$ cat config.mk
export PLATFORM = sky130hd
export DESIGN_NAME = tile_render_ctrl
export DESIGN_NICKNAME = d
export VERILOG_FILES = /design/src/rtl/tile_pkg.sv /design/src/rtl/tile_map_ram.sv /design/src/rtl/tile_render_ctrl.sv
export SDC_FILE = /design/constraint.sdc
export NUM_CORES = 1
export LEC_CHECK = 0
export ABC_CLOCK_PERIOD_IN_PS = 10310
export BUFFER_PORTS_ARGS = -buffer_cell sky130_fd_sc_hd__buf_2
export CORE_MARGIN = 10
export CORE_UTILIZATION = 40
export DETAILED_ROUTE_END_ITERATION = 10
export PLACE_DENSITY_LB_ADDON = 0.3
export RECOVER_POWER = 50
export SLEW_MARGIN = 10
export SYNTH_ARGS = -nofsm -noshare
export SYNTH_HDL_FRONTEND = slang
export SYNTH_SLANG_ARGS = --single-unit
$ cat constraint.sdc
create_clock -name i_Clk -period 10.31 [get_ports i_Clk]
set_clock_uncertainty 0.2 [all_clocks]
set_input_delay 1.5465 -clock i_Clk [delete_from_list [all_inputs] [get_ports i_Clk]]
set_output_delay 1.5465 -clock i_Clk [all_outputs]
set_load 0.005 [all_outputs]
$ cat src/rtl/tile_pkg.sv
// Shared constants, types and state encoding for the tile renderer control path.
package tile_pkg;

  localparam int TILE_WIDTH  = 32;
  localparam int TILE_HEIGHT = 32;
  localparam int H_ACTIVE    = 640;
  localparam int V_ACTIVE    = 480;
  localparam int MAP_COLS    = H_ACTIVE / TILE_WIDTH;
  localparam int MAP_ROWS    = V_ACTIVE / TILE_HEIGHT;
  localparam int MAP_DEPTH   = MAP_COLS * MAP_ROWS;
  localparam int ADDR_W      = $clog2(MAP_DEPTH);
  localparam int SPRITE_W    = 4;

  typedef logic [SPRITE_W-1:0] sprite_t;

  localparam sprite_t SPR_EMPTY = 4'd0;
  localparam sprite_t SPR_GRASS = 4'd1;
  localparam sprite_t SPR_WATER = 4'd2;
  localparam sprite_t SPR_TREE  = 4'd3;
  localparam sprite_t SPR_WALL  = 4'd4;

  // CLEAR: map wipe in progress; IDLE: game-logic writes may be granted.
  typedef enum logic [0:0] {
    ST_CLEAR = 1'b0,
    ST_IDLE  = 1'b1
  } tile_state_e;

endpackage

$ cat src/rtl/tile_map_ram.sv
// Single-port tile map storage: synchronous read, write-enable, contents not reset.
module tile_map_ram #(
  parameter int DEPTH = tile_pkg::MAP_DEPTH,
  parameter int AW    = tile_pkg::ADDR_W,
  parameter int DW    = tile_pkg::SPRITE_W
) (
  input  logic          i_Clk,
  input  logic          i_We,
  input  logic [AW-1:0] i_Addr,
  input  logic [DW-1:0] i_Wdata,
  output logic [DW-1:0] o_Rdata
);

  logic [DW-1:0] mem_q [DEPTH];
  logic [DW-1:0] rdata_q;

  // Write when enabled; read returns the pre-write contents of the addressed word.
  always_ff @(posedge i_Clk) begin
    if (i_We) begin
      mem_q[i_Addr] <= i_Wdata;
    end
    rdata_q <= mem_q[i_Addr];
  end

  assign o_Rdata = rdata_q;

endmodule

$ cat src/rtl/tile_render_ctrl.sv
// Per-pixel sprite lookup plus arbitration of the tile map port between the
// video path, the map clear engine and game-logic writes.
//
// Handshake (game-logic write): i_Wr_Req is a level held with stable
// i_Wr_Col/i_Wr_Row/i_Wr_Sprite until o_Wr_Ack pulses for one cycle; the
// request is taken only in IDLE during blanking, and ignored while the ack is
// being presented so a requester dropping i_Wr_Req on the ack cycle never
// produces a second commit. Out-of-range targets are acked without a write.
module tile_render_ctrl #(
  parameter int TILE_WIDTH  = tile_pkg::TILE_WIDTH,
  parameter int TILE_HEIGHT = tile_pkg::TILE_HEIGHT,
  parameter int H_ACTIVE    = tile_pkg::H_ACTIVE,
  parameter int V_ACTIVE    = tile_pkg::V_ACTIVE,
  parameter int MAP_COLS    = tile_pkg::MAP_COLS,
  parameter int MAP_ROWS    = tile_pkg::MAP_ROWS
) (
  input  logic                           i_Clk,
  input  logic                           i_Rst,
  input  logic [9:0]                     i_Col,
  input  logic [9:0]                     i_Row,
  input  logic                           i_Active,
  input  logic                           i_Wr_Req,
  input  logic [4:0]                     i_Wr_Col,
  input  logic [3:0]                     i_Wr_Row,
  input  logic [3:0]                     i_Wr_Sprite,
  output logic                           o_Wr_Ack,
  input  logic                           i_Clear_Req,
  output logic                           o_Busy,
  output logic                           o_Valid,
  output logic [3:0]                     o_Sprite,
  output logic [$clog2(TILE_WIDTH)-1:0]  o_Local_X,
  output logic [$clog2(TILE_HEIGHT)-1:0] o_Local_Y,
  output tile_pkg::tile_state_e          o_Dbg_State
);

  import tile_pkg::*;

  localparam int TX_W  = $clog2(TILE_WIDTH);
  localparam int TY_W  = $clog2(TILE_HEIGHT);
  localparam int DEPTH = MAP_COLS * MAP_ROWS;
  localparam int AW    = $clog2(DEPTH);

  localparam logic [9:0]    H_LIM     = 10'(H_ACTIVE);
  localparam logic [9:0]    V_LIM     = 10'(V_ACTIVE);
  localparam logic [AW-1:0] LAST_ADDR = AW'(DEPTH - 1);

  // Render front end
  logic             pix_visible;
  logic [9-TX_W:0]  tile_col;
  logic [9-TY_W:0]  tile_row;
  logic [AW-1:0]    render_addr;

  // Write decode
  logic             wr_in_range;
  logic [AW-1:0]    wr_addr;

  // Control state
  tile_state_e      state_q, state_d;
  logic [AW-1:0]    clr_addr_q, clr_addr_d;
  logic             ack_q, ack_d;
  logic             busy_q, busy_d;

  // RAM port
  logic             ram_we;
  logic [AW-1:0]    ram_addr;
  sprite_t          ram_wdata;
  sprite_t          ram_rdata;

  // Pipeline stages
  logic             v1_q;
  logic [TX_W-1:0]  lx1_q;
  logic [TY_W-1:0]  ly1_q;
  logic             valid_q;
  sprite_t          sprite_q, sprite_d;
  logic [TX_W-1:0]  lx_q;
  logic [TY_W-1:0]  ly_q;

  // Visibility test and tile index for the incoming pixel; invisible pixels read address 0.
  always_comb begin
    pix_visible = i_Active && (i_Col < H_LIM) && (i_Row < V_LIM);
    tile_col    = i_Col[9:TX_W];
    tile_row    = i_Row[9:TY_W];
    render_addr = '0;
    if (pix_visible) begin
      render_addr = AW'(tile_row) * AW'(MAP_COLS) + AW'(tile_col);
    end
  end

  // Map address of the game-logic write and whether it lands inside the map.
  always_comb begin
    wr_in_range = ({1'b0, i_Wr_Col} < 6'(MAP_COLS)) && ({1'b0, i_Wr_Row} < 5'(MAP_ROWS));
    wr_addr     = AW'(i_Wr_Row) * AW'(MAP_COLS) + AW'(i_Wr_Col);
  end

  // Port arbitration and next-state: render beats clear beats write; a clear request beats all.
  always_comb begin
    state_d    = state_q;
    clr_addr_d = clr_addr_q;
    ack_d      = 1'b0;
    ram_we     = 1'b0;
    ram_addr   = render_addr;
    ram_wdata  = SPR_EMPTY;
    if (i_Clear_Req) begin
      state_d    = ST_CLEAR;
      clr_addr_d = '0;
    end else if (!i_Active) begin
      case (state_q)
        ST_CLEAR: begin
          ram_addr  = clr_addr_q;
          ram_we    = 1'b1;
          ram_wdata = SPR_EMPTY;
          if (clr_addr_q == LAST_ADDR) begin
            state_d    = ST_IDLE;
            clr_addr_d = '0;
          end else begin
            clr_addr_d = clr_addr_q + 1'b1;
          end
        end
        ST_IDLE: begin
          if (i_Wr_Req && !ack_q) begin
            ack_d     = 1'b1;
            ram_addr  = wr_addr;
            ram_we    = wr_in_range;
            ram_wdata = i_Wr_Sprite;
          end
        end
        default: begin
          state_d    = ST_CLEAR;
          clr_addr_d = '0;
        end
      endcase
    end
    busy_d = (state_d == ST_CLEAR);
  end

  // Control FSM with registered ack and busy; reset launches a full clear from address 0.
  always_ff @(posedge i_Clk) begin
    if (i_Rst) begin
      state_q    <= ST_CLEAR;
      clr_addr_q <= '0;
      ack_q      <= 1'b0;
      busy_q     <= 1'b1;
    end else begin
      state_q    <= state_d;
      clr_addr_q <= clr_addr_d;
      ack_q      <= ack_d;
      busy_q     <= busy_d;
    end
  end

  tile_map_ram #(
    .DEPTH (DEPTH),
    .AW    (AW),
    .DW    (SPRITE_W)
  ) u_map (
    .i_Clk   (i_Clk),
    .i_We    (ram_we && !i_Rst),
    .i_Addr  (ram_addr),
    .i_Wdata (ram_wdata),
    .o_Rdata (ram_rdata)
  );

  // Blank the sprite for pixels outside the visible area.
  always_comb begin
    sprite_d = v1_q ? ram_rdata : SPR_EMPTY;
  end

  // Two-stage render pipeline: stage 1 runs alongside the RAM read, stage 2 registers the outputs.
  always_ff @(posedge i_Clk) begin
    if (i_Rst) begin
      v1_q     <= 1'b0;
      lx1_q    <= '0;
      ly1_q    <= '0;
      valid_q  <= 1'b0;
      sprite_q <= SPR_EMPTY;
      lx_q     <= '0;
      ly_q     <= '0;
    end else begin
      v1_q     <= pix_visible;
      lx1_q    <= i_Col[TX_W-1:0];
      ly1_q    <= i_Row[TY_W-1:0];
      valid_q  <= v1_q;
      sprite_q <= sprite_d;
      lx_q     <= lx1_q;
      ly_q     <= ly1_q;
    end
  end

  assign o_Wr_Ack    = ack_q;
  assign o_Busy      = busy_q;
  assign o_Valid     = valid_q;
  assign o_Sprite    = sprite_q;
  assign o_Local_X   = lx_q;
  assign o_Local_Y   = ly_q;
  assign o_Dbg_State = state_q;

endmodule

; ---- Yosys cells after proc, flatten, opt, wreduce, memory -nomap -nowiden
; Memory sizes are Yosys's and may differ from the RTL's. A register that Yosys moved wholly into a read port is not among the register bits.
; Cells that the tools add are included.
[word_totals]
inputBits = 38
elab_cells = 58
memories = 1
mem_bits_rw = 1200
regBits = 38
[mem_list]
columns = name, words, width, read_ports, rd_ports_with_merged_regs, wr, line_no
row1 = u_map.mem_q, 300, 4, 1, 1, 1, tile_map_ram.sv:14  ; logic [DW-1:0] mem_q [DEPTH];
[op_classes]
multipliers = 2
n_eq_ne = 1
bitwise = 4
n_reduce_logical = 11
mux = 21
add_sub_neg = 3
n_lt_le_gt_ge = 4
[ops]
columns = operator, count
row1 = $mux 9, 5
row2 = $add 9x5->9, 2
row3 = $pmux 9 s2, 1
row4 = $mux 4, 3
row5 = $lt 10x10->1 const B, 1
row6 = $lt 10x9->1 const B, 1
row7 = $mux 1, 10
row8 = $add 9x1->9 const B, 1
row9 = $eq 9x9->1 const B, 1
row10 = $pmux 4 s2, 1
row11 = $mul 4x3->7 const B, 1
row12 = $mul 5x3->7 const B, 1
row13 = $logic_and 1x1->1, 5
row14 = $lt 5x5->1 const B, 1
row15 = $lt 4x4->1 const B, 1
row16 = $not 1->1, 4
row17 = $reduce_or 2->1, 2
row18 = $reduce_or 4->1, 1
row19 = $logic_not 1->1, 2
row20 = $pmux 1 s2, 1
row21 = $reduce_and 2->1, 1

; ---- Logic depth before layout (Yosys ltp)
[logic_depth]
ltp_word = 9
depth_mapped = 16

; ---- Modules after synthesis
; From an unflattened synthesis, not the netlist that was laid out.
[unflattened]
cells_unflattened = 2555
hier_area_um2 = 49548.8
[by_module_without_submodules]
columns = module, seq_area_each_um2, n_inst, cells_per_inst, area_each_um2
row1 = tile_map_ram, 36114.6, 1, 2332, 47506.8
row2 = tile_render_ctrl, 760.7, 1, 223, 2042.0

; ---- Worst setup path after synthesis
; Ideal clock, no wire load.
[synth_path]
path_type = in2reg
start = input i_Clear_Req
end = memory u_map.mem_q[0][0] in the netlist's numbering, data pin
n_path_buf = 1
setup_ps = 981
slack_ps = 2786
stages = 4
t_arrival_ps = 6343
t_required_ps = 9129
cell_sequence = buf_2 or4b_4 nor2_1 and2_1
[synth_via]
elab_chain_len = 1
[synth_rtl]
columns = item, line_no
row1 = start: declaration, tile_render_ctrl.sv:27  ; input logic i_Clear_Req,
row2 = $mux 4, tile_render_ctrl.sv:103  ; if (i_Clear_Req) begin
row3 = via ram_wdata[0], tile_render_ctrl.sv:66  ; sprite_t ram_wdata;
row4 = end: declaration, tile_map_ram.sv:14
; The timed path passes the listed nets, and every way through them passes these cells.

; ---- Final worst setup path
[layout_path]
start = input i_Active
end = memory u_map.mem_q[232][2] in the netlist's numbering, data pin
[layout_via]
elab_chain_len = 2
[layout_rtl]
columns = item, line_no
row1 = start: declaration, tile_render_ctrl.sv:21  ; input logic i_Active,
row2 = $mux 4, tile_render_ctrl.sv:106  ; end else if (!i_Active) begin
row3 = $mux 4, tile_render_ctrl.sv:103
row4 = via ram_wdata[2], tile_render_ctrl.sv:66
; The timed path passes the listed nets, and every way through them passes these cells.

==> flow_summary.toml <==
[status]
run_status = "finished, violations left"
failed_checks = "capacitance limit, slew limit"

[setup_path]
timing_worst_setup_path_type = "input port to flop"
setup.worst_path.start_class = "input port"
r2r_cells = 4
arr_time_crit_path_ns = 8.22
critical_path.cell_chain = "clkbuf_1 > or4b_1 > nor2_1 > and2_0 > clkbuf_2"
cp.depth = 5
cp_slowest_stage_delay_ns = 3.76
path_delay_family = "simple AND/OR/NAND/NOR gates"
crit_required_ns = 10.42
worstPathBufferInverterCount = 2
critical_path_fanouts_max = 88
critical_path.endpoint_type = "flop"
critical-path-slowest-cell = "and2_0"

[finish]
fillers = 10470
fin_nets = 3048
fraction_of_final_layout_cells_with_drive_strength_greater_than_1_pct = 17.21
layout_area_growth_over_synthesis_pct = 12.71
antenna_cells_inserted = 0

[hold_path]
hold_path_depth = 1
hp-class = "flop to flop"

[clock_tree]
postCtsHoldBufs = 0
ctsHtreeMaxLevel = 4
clk_path_buf_depth = 3
cts_post_setup_buffers_inserted = 0
root_buffer = "clkbuf_16"
postCtsResizedCells = 0
worst_skew_pair.late_latency_ns = 0.74
cts-buffers-inserted = 130
tritoncts = "done"
clkTransAtPathRegs_ns = 0.06
cts_sinks = 1242

[floorplanning]
num_io_pins = 56
floorplan.die.height_um = 371.4
die_width_um = 371.4
initial_core_util_pct = 40.43
rows = 128
floorplan.die_area_um2 = 138000
core_um2 = 122200

[synth]
share_of_flip_flops_with_an_asynchronous_set_or_reset_after_synthesis_pct = 0
synth_top_area_share_pct = 72.94
synth-edff-count = 1200
syn-num-nets = 2989
synth-seq-area-share_pct = 74.64
yosysTopAreaCell = "edfxtp_1"
post_synth_num_cell_types = 62
synth_top_flop_cell = "edfxtp_1"
syn-cell-area_um2 = 49400
synth_top_cells_by_area = "edfxtp_1, mux4_2, nand2_1"
syn-instance-count = 2930
syn_area_per_cell_um2 = 16.86
yosys_warnings = 0
ys_ff_latch = 1242

[sta]
setup_viol = 0
final_max_slew_viol_count = 487
slew_headroom_pct = -251.5
holdWs_ns = 0.2398
tightestPinTransition_ns = 5.273
timing.fmax_mhz = 123.3
finalCriticalPeriod_ns = 8.108
timing.final.crit_share_pct = 78.64
setup-tns-final_ns = 0
setup_repair_after_global_routing_missed_its_margin = "false"
report.final.hold_viol_count = 0

[power_and_ir_drop]
power_density_nw_per_um2 = 189.9
ir_worst_vdd_uv = 134.7
power.static_leakage_uw = 0.01958

[place]
place_congestion = 0.7998
number_of_port_buffers = 55
place_hpwl_um = 74690

[drt]
dr_total_vias = 27370
dr.first_iter.drc_count = 3471
route.detailed.wl_per_inst_um = 27.40
route.antenna.remaining_nets = 0
drt-vias-per-instance = 5.802
postRouteWirelength_um = 129200
route.detailed.drc = 0
firstDrtPassIters = 5

[global_routing]
largest_net_degree_at_the_start_of_global_routing = 164
first_global_vias = 27240
grt.total_usage_pct = 18.56
grt_pass1_wl_um = 190700
grt_remaining_overflow = 0
initial_antenna_violation_count = 2

[flow_run]
drv.max_cap_violation_count = 5
## state kept, by name (all words and copies together) (netlist names), 4 cells and up
name	flops
ly1_q	5
clr_addr_q	9
u_map.mem_q	1200
o_Sprite	4
lx1_q	5
o_Local_Y	5
o_Local_X	5
u_map.o_Rdata	4
## worst register-to-register path, delay by kind of cell (launching register included)
kind / cells / cell delay [ns]
buffers and inverters: 2 / 1.93
flip-flops: 1 / 0.57
AND/OR/NAND/NOR: 2 / 4.27
## synth_stat cells (4+ instances only)
master       n
edfxtp_1  1200
nand2_1    363
nor2_1     331
mux4_2     222
a21oi_1    134
a22oi_1     86
clkbuf_1    79
buf_2       64
nand3_1     53
dfxtp_1     42
a31oi_1     28
a41oi_1     25
nor2b_1     25
buf_1       22
mux2i_1     21
ha_1        17
o21ai_0     17
a32oi_1     16
buf_4       16
nand4_1     16
nor3_1      12
nor4_1      11
xnor2_1     11
and2_1       9
a221oi_1     7
a211oi_1     6
a221o_1      6
and3_1       6
or4_1        6
a21o_1       5
nor4bb_1     5
o21a_1       5
o22ai_1      5
fa_1         4
o21ai_1      4
o31ai_1      4
or2_2        4
## cell type report
type                       instances  area, µm²  share of cell area (%)
timing repair buffer             111      744.5                   1.337
multi-input combinational       1500      11770                   21.14
sequential                      1242      36880                   66.22
clock buffer                     172       3618                   6.498
clock inverter                    63      626.9                   1.126
tap                             1625       2033                   3.651
inverter                           4      15.01                 0.02696
## routing by layer
metal	track usage, %	wire length, µm	vias to the layer above
met5	0	0	-
met4	6.335	3857	0
met1	26.40	54900	14200
li1	-	-	11660
met3	4.005	11070	236
met2	28.20	59410	1270
## power breakdown
group          switching, µW  total (µW)  internal, µW  leakage, µW
combinational            306         453           147      0.00362
clock                   1930        4660          2730      0.00208
sequential              4.91        5460          5450       0.0139
## placed cells by master (no fill, tap or decap), types with 6 or more instances in the layout
| cell | instances |
|---|---|
| a32oi_1 | 16 |
| a221oi_1 | 7 |
| buf_12 | 6 |
| clkbuf_16 | 136 |
| nand2_2 | 12 |
| buf_4 | 48 |
| a21oi_1 | 133 |
| edfxtp_1 | 1200 |
| mux4_2 | 222 |
| nor4_1 | 11 |
| a22oi_1 | 86 |
| nand4_1 | 16 |
| dfxtp_1 | 42 |
| and2_0 | 6 |
| a41oi_1 | 25 |
| o21ai_0 | 17 |
| buf_2 | 38 |
| clkinv_2 | 18 |
| nand2_1 | 351 |
| nor3_1 | 10 |
| clkbuf_8 | 8 |
| inv_6 | 6 |
| ha_1 | 17 |
| clkinv_1 | 23 |
| mux2i_1 | 21 |
| nand3_1 | 53 |
| a221o_1 | 6 |
| bufinv_16 | 10 |
| xnor2_1 | 11 |
| or4_1 | 6 |
| a31oi_1 | 28 |
| nor2_1 | 330 |
| clkbuf_1 | 45 |
| nor2b_1 | 25 |
## worst paths after layout
kind,start,end,slack (ns)
hold / removal,lx1_q[3],o_Local_X[3],0.24
hold reg to reg,lx1_q[3],o_Local_X[3],0.24
setup / recovery,i_Active,u_map.mem_q[232][2],2.20
setup reg to reg,o_Dbg_State,u_map.mem_q[232][2],2.88
## per-stage QoR
stage / instances / setup slack (ns) / power (µW) / utilization (%) / cell area, µm²
after floorplan: 2930 / 2.786 / 5862 / - / 49400
after global placement: 4482 / 2.982 / 6018 / 42.14 / 51490
after detailed placement: 4482 / 2.945 / 6018 / 42.14 / 51490
after CTS: 4717 / 3.702 / 10650 / 45.61 / 55740
after global routing: 4717 / 1.742 / 10880 / 45.57 / 55680
final: 4717 / 2.202 / 10570 / 45.57 / 55680
## cells by family after synthesis
kind of cell | after synthesis | synth area share, %
mux | 245 | 10.59
xor+xnor | 14 | 0.2760
compound gates | 364 | 4.880
buf+inv | 188 | 1.758
fa+ha+maj | 21 | 0.5926
simple gates | 856 | 7.263
flops | 1242 | 74.64
(Power assumes the default switching activity.)
